File: src/rtl/ysyx_22040931_store_buffer.sv
// rtl/ysyx_22040931_store_buffer.sv - FIFO store buffer producing 8-byte-aligned masked write beats
//
// Optional feature macro: YSYX_22040931_STORE_FWD_EN
//   defined   : ld_hit reports whether any buffered store covers the 8-byte line of ld_addr
//   undefined : ld_hit is tied low and ld_addr is ignored
//
// Ports
//   clk, rst_n                     clock, synchronous active-low reset
//   in_valid/in_ready              store request handshake from EX
//   in_memwop, in_addr, in_data    store size code, byte address, right-aligned data
//   mem_valid/mem_ready            write beat handshake toward memory
//   mem_addr, mem_wdata, mem_wmask head entry: aligned address, lane-shifted data, byte mask
//   misalign_err, misalign_addr    one-cycle pulse and faulting address of a misaligned store
//   count, empty                   occupancy
//   ld_addr, ld_hit                load-conflict probe

module ysyx_22040931_store_buffer #(
    parameter int DEPTH = 4,
    parameter int AW    = 64,
    parameter int DW    = 64
) (
    input  logic                     clk,
    input  logic                     rst_n,
    input  logic                     in_valid,
    output logic                     in_ready,
    input  logic [2:0]               in_memwop,
    input  logic [AW-1:0]            in_addr,
    input  logic [DW-1:0]            in_data,
    output logic                     mem_valid,
    input  logic                     mem_ready,
    output logic [AW-1:0]            mem_addr,
    output logic [DW-1:0]            mem_wdata,
    output logic [7:0]               mem_wmask,
    output logic                     misalign_err,
    output logic [AW-1:0]            misalign_addr,
    output logic [$clog2(DEPTH):0]   count,
    output logic                     empty,
    input  logic [AW-1:0]            ld_addr,
    output logic                     ld_hit
);

    localparam int PW = $clog2(DEPTH);
    localparam int CW = PW + 1;

    logic [AW-1:0]    ent_addr [DEPTH];
    logic [DW-1:0]    ent_data [DEPTH];
    logic [7:0]       ent_mask [DEPTH];
    logic [DEPTH-1:0] ent_vld;

    logic [PW-1:0]    head;
    logic [PW-1:0]    tail;
    logic [CW-1:0]    cnt;

    logic             full;
    logic             op_ok;
    logic [7:0]       size_mask;
    logic [2:0]       align_mask;
    logic             misaligned;
    logic             accept;
    logic             push;
    logic             pop;
    logic             err_set;
    logic [2:0]       byte_off;
    logic [7:0]       push_mask;
    logic [DW-1:0]    push_data;
    logic [AW-1:0]    push_addr;

    // Size decode: align_mask holds the low address bits that must be zero.
    always_comb begin
        op_ok      = 1'b0;
        size_mask  = 8'h00;
        align_mask = 3'b000;
        case (in_memwop)
            3'b001: begin op_ok = 1'b1; size_mask = 8'h01; align_mask = 3'b000; end
            3'b010: begin op_ok = 1'b1; size_mask = 8'h03; align_mask = 3'b001; end
            3'b011: begin op_ok = 1'b1; size_mask = 8'h0f; align_mask = 3'b011; end
            3'b100: begin op_ok = 1'b1; size_mask = 8'hff; align_mask = 3'b111; end
            default: begin op_ok = 1'b0; size_mask = 8'h00; align_mask = 3'b000; end
        endcase
    end

    assign full       = (cnt == CW'(DEPTH));
    assign in_ready   = !full;
    assign empty      = (cnt == '0);
    assign mem_valid  = !empty;
    assign count      = cnt;

    assign misaligned = |(in_addr[2:0] & align_mask);
    assign accept     = in_valid && in_ready;
    // Misaligned and no-op requests are consumed so EX never stalls on them.
    assign push       = accept && op_ok && !misaligned;
    assign err_set    = accept && op_ok && misaligned;
    assign pop        = mem_valid && mem_ready;

    assign byte_off   = in_addr[2:0];
    assign push_mask  = size_mask << byte_off;
    assign push_data  = in_data << {byte_off, 3'b000};
    assign push_addr  = {in_addr[AW-1:3], 3'b000};

    // Head entry drives the write beat directly; it only changes on a pop,
    // so it is stable while the memory side stalls.
    assign mem_addr   = ent_addr[head];
    assign mem_wdata  = ent_data[head];
    assign mem_wmask  = ent_mask[head];

    always_ff @(posedge clk) begin
        if (!rst_n) begin
            head          <= '0;
            tail          <= '0;
            cnt           <= '0;
            ent_vld       <= '0;
            misalign_err  <= 1'b0;
            misalign_addr <= '0;
        end else begin
            if (push) begin
                ent_vld[tail] <= 1'b1;
                tail          <= tail + PW'(1);
            end
            if (pop) begin
                ent_vld[head] <= 1'b0;
                head          <= head + PW'(1);
            end
            case ({push, pop})
                2'b10:   cnt <= cnt + CW'(1);
                2'b01:   cnt <= cnt - CW'(1);
                default: cnt <= cnt;
            endcase
            misalign_err <= err_set;
            if (err_set) begin
                misalign_addr <= in_addr;
            end
        end
    end

    // Payload storage carries no reset; validity is tracked by cnt/ent_vld.
    always_ff @(posedge clk) begin
        if (rst_n && push) begin
            ent_addr[tail] <= push_addr;
            ent_data[tail] <= push_data;
            ent_mask[tail] <= push_mask;
        end
    end

`ifdef YSYX_22040931_STORE_FWD_EN
    logic [AW-1:0] ld_key;

    assign ld_key = {ld_addr[AW-1:3], 3'b000};

    always_comb begin
        ld_hit = 1'b0;
        for (int i = 0; i < DEPTH; i++) begin
            if (ent_vld[i] && (ent_addr[i] == ld_key)) begin
                ld_hit = 1'b1;
            end
        end
    end
`else
    logic unused_probe;

    assign ld_hit       = 1'b0;
    assign unused_probe = &{1'b0, ld_addr, ent_vld, 1'b0};
`endif

endmodule

File: config.mk
export PLATFORM = sky130hd
export DESIGN_NAME = ysyx_22040931_store_buffer
export DESIGN_NICKNAME = d
export VERILOG_FILES = /design/src/rtl/ysyx_22040931_store_buffer.sv
export SDC_FILE = /design/constraint.sdc
export NUM_CORES = 1
export LEC_CHECK = 0
export ABC_AREA = 1
export ABC_CLOCK_PERIOD_IN_PS = 11600
export CAP_MARGIN = 20
export CORE_UTILIZATION = 54
export DETAILED_ROUTE_END_ITERATION = 8
export GPL_ROUTABILITY_DRIVEN = 0
export PLACE_DENSITY_LB_ADDON = 0.1
export SYNTH_ARGS = -nofsm -noshare
export SYNTH_HDL_FRONTEND = slang
export SYNTH_SLANG_ARGS = --single-unit
File: constraint.sdc
create_clock -name clk -period 11.6 [get_ports clk]
set_input_delay 3.48 -clock clk [delete_from_list [all_inputs] [get_ports clk]]
set_output_delay 3.48 -clock clk [all_outputs]
set_load 0.005 [all_outputs]
==> results.toml, run 1 <==
[run_status]
status = "complete, no violations"

[grt]
grt_pass1_wl_um = 93770
grt_overflow = 0
grt_antenna_before_repair = 6
grt_pass1_vias = 16340
grt_start_max_net_pins = 168
grt_use_total_pct = 25.96

[layout]
syn_to_final_growth_pct = 21.81
drive_gt1_share_pct = 9.378
final_common_cell = "edfxtp_1"
layout.nets = 2630
layout_common_cells = "edfxtp_1 (532), nor2_1 (361), clkdlybuf4s50_1 (336)"

[timing]
post-route-min-period_ps = 7312
finalMaxSlewViolations = 0
hold_ws_ps = 461.5
relSlewSlack_pct = 25.10
worstMarginPinSlew_ps = 1124
hold_violations = 0
period_share_pct = 63.03
setup_violations = 0
finClkSkew_ps = 28.78
fin_setup_tns_ps = 0
setup_ws_ps = 4288
fmax_mhz = 136.8
rsz0062_at_grt = "no"

[critical_path]
slowest_stage = "buf_4"
cp-end-kind = "output port"
crit_arrival_ps = 3830
cp_max_fo = 100
path_class = "reg2out"
critPathMaxStageDelay_ps = 890
cp_cell_sequence = "inv_6 -> buf_4 -> o21ai_0 -> o22ai_1 -> clkdlybuf4s50_1"
required_ps = 8120
worstSetupStartpointType = "register"

[pwr]
p_sw_w = 0.001605
power_w = 0.005675
clkPwrFrac_pct = 32.2
pwr-share-seq_pct = 43.9
p_comb_share_pct = 23.9
ir_worst_vdd_mv = 0.1314
p_per_area_mw_per_mm2 = 185.5
sw_frac_of_total_pct = 28.28
leakage_nw = 10.60
internal-power_w = 0.004070

[logic_synthesis]
yosys.area.top_type = "edfxtp_1"
synth_cell_types = 39
yosys-top-cells-area = "edfxtp_1 (64%), o21ai_0 (6.5%), dfxtp_1 (5.9%)"
synth_seq_cells = 606
synth_cells = 2161
synth-async-reset-ratio_pct = 0
synth_seq_area_share_pct = 69.51
synth_enable_flop_cells = 532
synth_top_area_share_pct = 63.61
syn_area_sq_mm = 0.02512
synth_ff_type = "edfxtp_1"
yosysWarnings = 0
synth_area_per_cell_sq_um = 11.62

[die]
ios = 407
dieArea_sq_mm = 0.04738
core-area_sq_mm = 0.04567
die_h_um = 217.7
start_util_pct = 54.99
rows = 78
die_w_um = 217.7

[route]
drc = 0
vias = 17570
dr.pass1.iters = 5
vias_per_cell = 5.707
drtIter0Drc = 1379
wl_per_cell_um = 20.34
ant_nets = 0
wirelength_um = 62600

[clock_network]
clock_sink_count = 606
postCtsSetupBuffers = 0
cts_tree = "done"
clk_latency_ps = 620
clock_path_buffers = 3
cts_buffers = 58
path_clk_slew_ps = 60
ctsResizeCount = 0
cts_root_buf = "clkbuf_16"
htreeDepth = 2
ctsHoldBuffers = 0

[placement]
dp_slack_ps = 4036
portBuffers = 338
hpwl_um = 37090

[min_path]
hp-class = "reg2reg"

[job]
drv_cap = 0
## power groups by stage
| stage | sequential, W | combinational, W | clock, W |
|---|---|---|---|
| floorplan | 0.00250 | 0.000666 | 0 |
| global placement | 0.00254 | 0.00133 | 0 |
| detailed placement | 0.00254 | 0.00135 | 0 |
| CTS | 0.00249 | 0.00136 | 0.00186 |
| global route | 0.00250 | 0.00147 | 0.00193 |
| finish | 0.00249 | 0.00136 | 0.00183 |
## final timing paths
| kind | startpoint | endpoint | slack, ps | depth (start not counted) |
|---|---|---|---|---|
| worst max register to register | count[0]$_SDFFE_PN0P_ | ent_data[0][35]$_DFFE_PP_ | 8220 | 7 |
| worst max-delay path | register | mem_wdata[59] | 4290 | 5 |
| worst min register to register | head[1]$_SDFFE_PN0P_ | register | 460 | 2 |
| worst min-delay path | head[1]$_SDFFE_PN0P_ | register | 460 | 2 |
## layout make-up
cell class	instances	area, sq um
sequential	606	17460
fill	3413	15080
multi-input combinational	1307	6554
timing repair buffer	362	3611
clock buffer	69	1544
tap	600	750.7
inverter	90	352.8
clock inverter	40	306.5
antenna	4	10.01
## flip-flops by register name (all words and copies together), names as in the netlist, named ones only
register       count
ent_data         256
misalign_addr     64
count              3
head               2
misalign_err       1
ent_addr         244
ent_mask          32
tail               2
## worst max-delay path, delay by kind of cell (launching register included)
family          cells  cell delay, ps
buf+inv             3            2000
compound gates      2             580
flops               1             550
## through the flow
step	util, %	area (sq um)	instances
6_report	66.98	30590	3078
5_1_grt	66.98	30590	3077
4_1_cts	66.86	30540	3072
3_5_place_dp	62.80	28690	2963
3_3_place_gp	62.80	28690	2963
2_1_floorplan	-	25130	2164
## logic make-up after synthesis
group | Yosys count | synth area share (%)
simple gates | 707 | 12.12
flops | 606 | 69.51
compound gates | 588 | 13.36
buf+inv | 251 | 4.598
fa+ha+maj | 6 | 0.3288
mux | 2 | 0.07971
other cells | 1 | 0.01493
## cells in the mapped netlist, drive strengths merged (18+ instances only)
cell and count:
buf 56, edfxtp 532, clkbuf 105, nand2 225
nor2 383, o21ai 326, inv 88, o211ai 18
nand3 91, dfxtp 74, a21oi 89, o22ai 133
## layer usage
layer	up-vias	GRT usage [%]	part of all wire, %
li1	8255	-	-
met1	8634	35.93	42
met2	577	41.90	48
met3	97	4.895	7.2
met4	2	7.653	2.2
met5	-	0	0.027
Power figures use the tool's default switching activity.
==> run 2, diff against run 1 <==
--- a/config.mk
+++ b/config.mk
@@ -6,7 +6,7 @@
 export NUM_CORES = 1
 export LEC_CHECK = 0
 export ABC_AREA = 1
-export ABC_CLOCK_PERIOD_IN_PS = 11600
+export ABC_CLOCK_PERIOD_IN_PS = 7600
 export CAP_MARGIN = 20
 export CORE_UTILIZATION = 54
 export DETAILED_ROUTE_END_ITERATION = 8
==> constraint.sdc (replaced) <==
create_clock -name clk -period 7.6 [get_ports clk]
set_input_delay 2.28 -clock clk [delete_from_list [all_inputs] [get_ports clk]]
set_output_delay 2.28 -clock clk [all_outputs]
set_load 0.005 [all_outputs]
==> run 2 against run 1 <==
  * Clock skew is 16 ps lower
  * Die area stayed put
  * Global-route usage is 0.26 points higher
  * Power is 55% higher
  * Via count is 0.95% higher
  * Sequential share of layout area is 0.19 points lower
  * First-iteration DRC count is 11% higher
  * Worst setup slack worse by 2600 ps
  * Final area is 0.34% higher
  * Largest power group unchanged
  * Count of clock-buffer cells in the layout is 10 higher
  * Non-clock buffer count stayed put
==> results.toml, run 2 (synthesis results as in run 1) <==
[job]
drv_cap = 0

[clock_network]
cts_buffers = 60
clock_sink_count = 606
cts_root_buf = "clkbuf_16"
postCtsSetupBuffers = 0
cts_tree = "done"
clk_latency_ps = 610
path_clk_slew_ps = 60
ctsResizeCount = 0
clock_path_buffers = 3
ctsHoldBuffers = 0
htreeDepth = 2

[timing]
post-route-min-period_ps = 5922
period_share_pct = 77.92
worstMarginPinSlew_ps = 1134
relSlewSlack_pct = 24.42
finClkSkew_ps = 12.65
setup_violations = 0
fin_setup_tns_ps = 0
finalMaxSlewViolations = 0
fmax_mhz = 168.9
rsz0062_at_grt = "no"
hold_violations = 0

[grt]
grt_antenna_before_repair = 6
grt_pass1_vias = 17010
grt_overflow = 0
grt_pass1_wl_um = 95320
grt_start_max_net_pins = 267
grt_use_total_pct = 26.22

[layout]
layout.nets = 2632
final_common_cell = "edfxtp_1"
largestRegisters = "ent_data: 256 flops, ent_addr: 244 flops, misalign_addr: 64 flops"
syn_to_final_growth_pct = 22.22
stdcell_area_sq_mm = 0.03070
largest_reg_flops = 256
regMostFlops = "ent_data"
fin_cells = 3081
drive_gt1_share_pct = 9.010
num-fill-cells = 3380
layout_common_cells = "edfxtp_1 (532), nor2_1 (361), clkdlybuf4s50_1 (336)"

[pwr]
p_comb_share_pct = 24.1
leakage_nw = 10.60
pwr-share-seq_pct = 43.0
clkPwrFrac_pct = 33.0
internal-power_w = 0.006327
ir_worst_vdd_mv = 0.2346
p_sw_w = 0.002446
sw_frac_of_total_pct = 27.88
p_per_area_mw_per_mm2 = 285.8

[critical_path]
cp_max_fo = 81
path_class = "reg2out"
worstSetupStartpointType = "register"
critPathMaxStageDelay_ps = 1000
crit_arrival_ps = 3640
r2r_cells = 8
ff2ff_setup_slack_ps = 4840
timing.rr.end = "misalign_addr[46]$_SDFFE_PN0P_"
slowest_stage = "dfxtp_4"
cp_num_buf_inv = 2
critPathTopFamily = "buffers and inverters"
reg2reg_from = "count[0]$_SDFFE_PN0P_"
required_ps = 5320
cp_cell_sequence = "buf_4 -> o21ai_0 -> o22ai_1 -> clkdlybuf4s50_1"
cp-end-kind = "output port"

[route]
wirelength_um = 62970
drc = 0
vias_per_cell = 5.755
drtIter0Drc = 1536
wl_per_cell_um = 20.44
ant_nets = 0
dr.pass1.iters = 6
vias = 17730

[placement]
placedCellCount = 2965
portBuffers = 338
place_area_sq_mm = 0.02875
hpwl_um = 36930

[min_path]
holdPathStages = 2
hp-start = "head[1]$_SDFFE_PN0P_"
hp-class = "reg2reg"

[die]
rows = 78
core-area_sq_mm = 0.04567
die_w_um = 217.7
dieArea_sq_mm = 0.04738
die_h_um = 217.7
start_util_pct = 54.99
ios = 407

[run_status]
status = "complete, no violations"
## run 2: metrics by stage
stage	worst slack (ps)	util, %	hold slack, ps	power (W)
floorplan	-1715	-	436.5	0.004839
global placement	2042	62.95	435.7	0.005909
detailed placement	2059	62.95	450.7	0.005953
CTS	1651	67.17	457.4	0.008826
global route	1508	67.20	491.7	0.009131
finish	1678	67.21	454.1	0.008773
## run 2: power by group through the flow
| stage | Sequential (W) | Combinational, W | Clock, W |
|---|---|---|---|
| floorplan | 0.00382 | 0.00102 | 0 |
| global placement | 0.00384 | 0.00207 | 0 |
| detailed placement | 0.00384 | 0.00211 | 0 |
| CTS | 0.00377 | 0.00213 | 0.00293 |
| global route | 0.00378 | 0.00229 | 0.00306 |
| finish | 0.00377 | 0.00211 | 0.00289 |
## run 2: area by class of cell
type	count	area, sq um	area share [%]
clock buffer	79	1624	5.291
sequential	606	17460	56.89
clock inverter	31	306.5	0.9987
timing repair buffer	362	3628	11.82
antenna	6	15.01	0.04891
inverter	90	352.8	1.149
tap	600	750.7	2.446
multi-input combinational	1307	6554	21.35
## run 2: worst max path at each step
stage | cells after the start | slack (ps) | to
floorplan | 9 | -1710 | ent_addr[0][0]$_DFFE_PP_
finish | 4 | 1680 | mem_wdata[59]
global route | 4 | 1510 | mem_wdata[59]
detailed placement | 9 | 2060 | ent_data[1][12]$_DFFE_PP_
global placement | 9 | 2040 | ent_addr[1][15]$_DFFE_PP_
CTS | 4 | 1650 | mem_wdata[59]
## run 2: metal layers
| layer | vias to the layer above | wire [um] | global-route usage, % |
|---|---|---|---|
| li1 | 8260 | - | - |
| met1 | 8726 | 26260 | 35.23 |
| met2 | 648 | 30460 | 43.13 |
| met3 | 96 | 4781 | 5.635 |
| met4 | 2 | 1449 | 7.324 |
| met5 | - | 17 | 0 |
## run 2: worst reg2reg max path, cell delays in order, from the launching register on
cell	delay, ps
dfxtp_1	430
nor2_1	110
a21boi_1	350
nand2_4	130
inv_6	690
buf_4	610
nand3_2	140
nand2_1	140
nor2_1	60
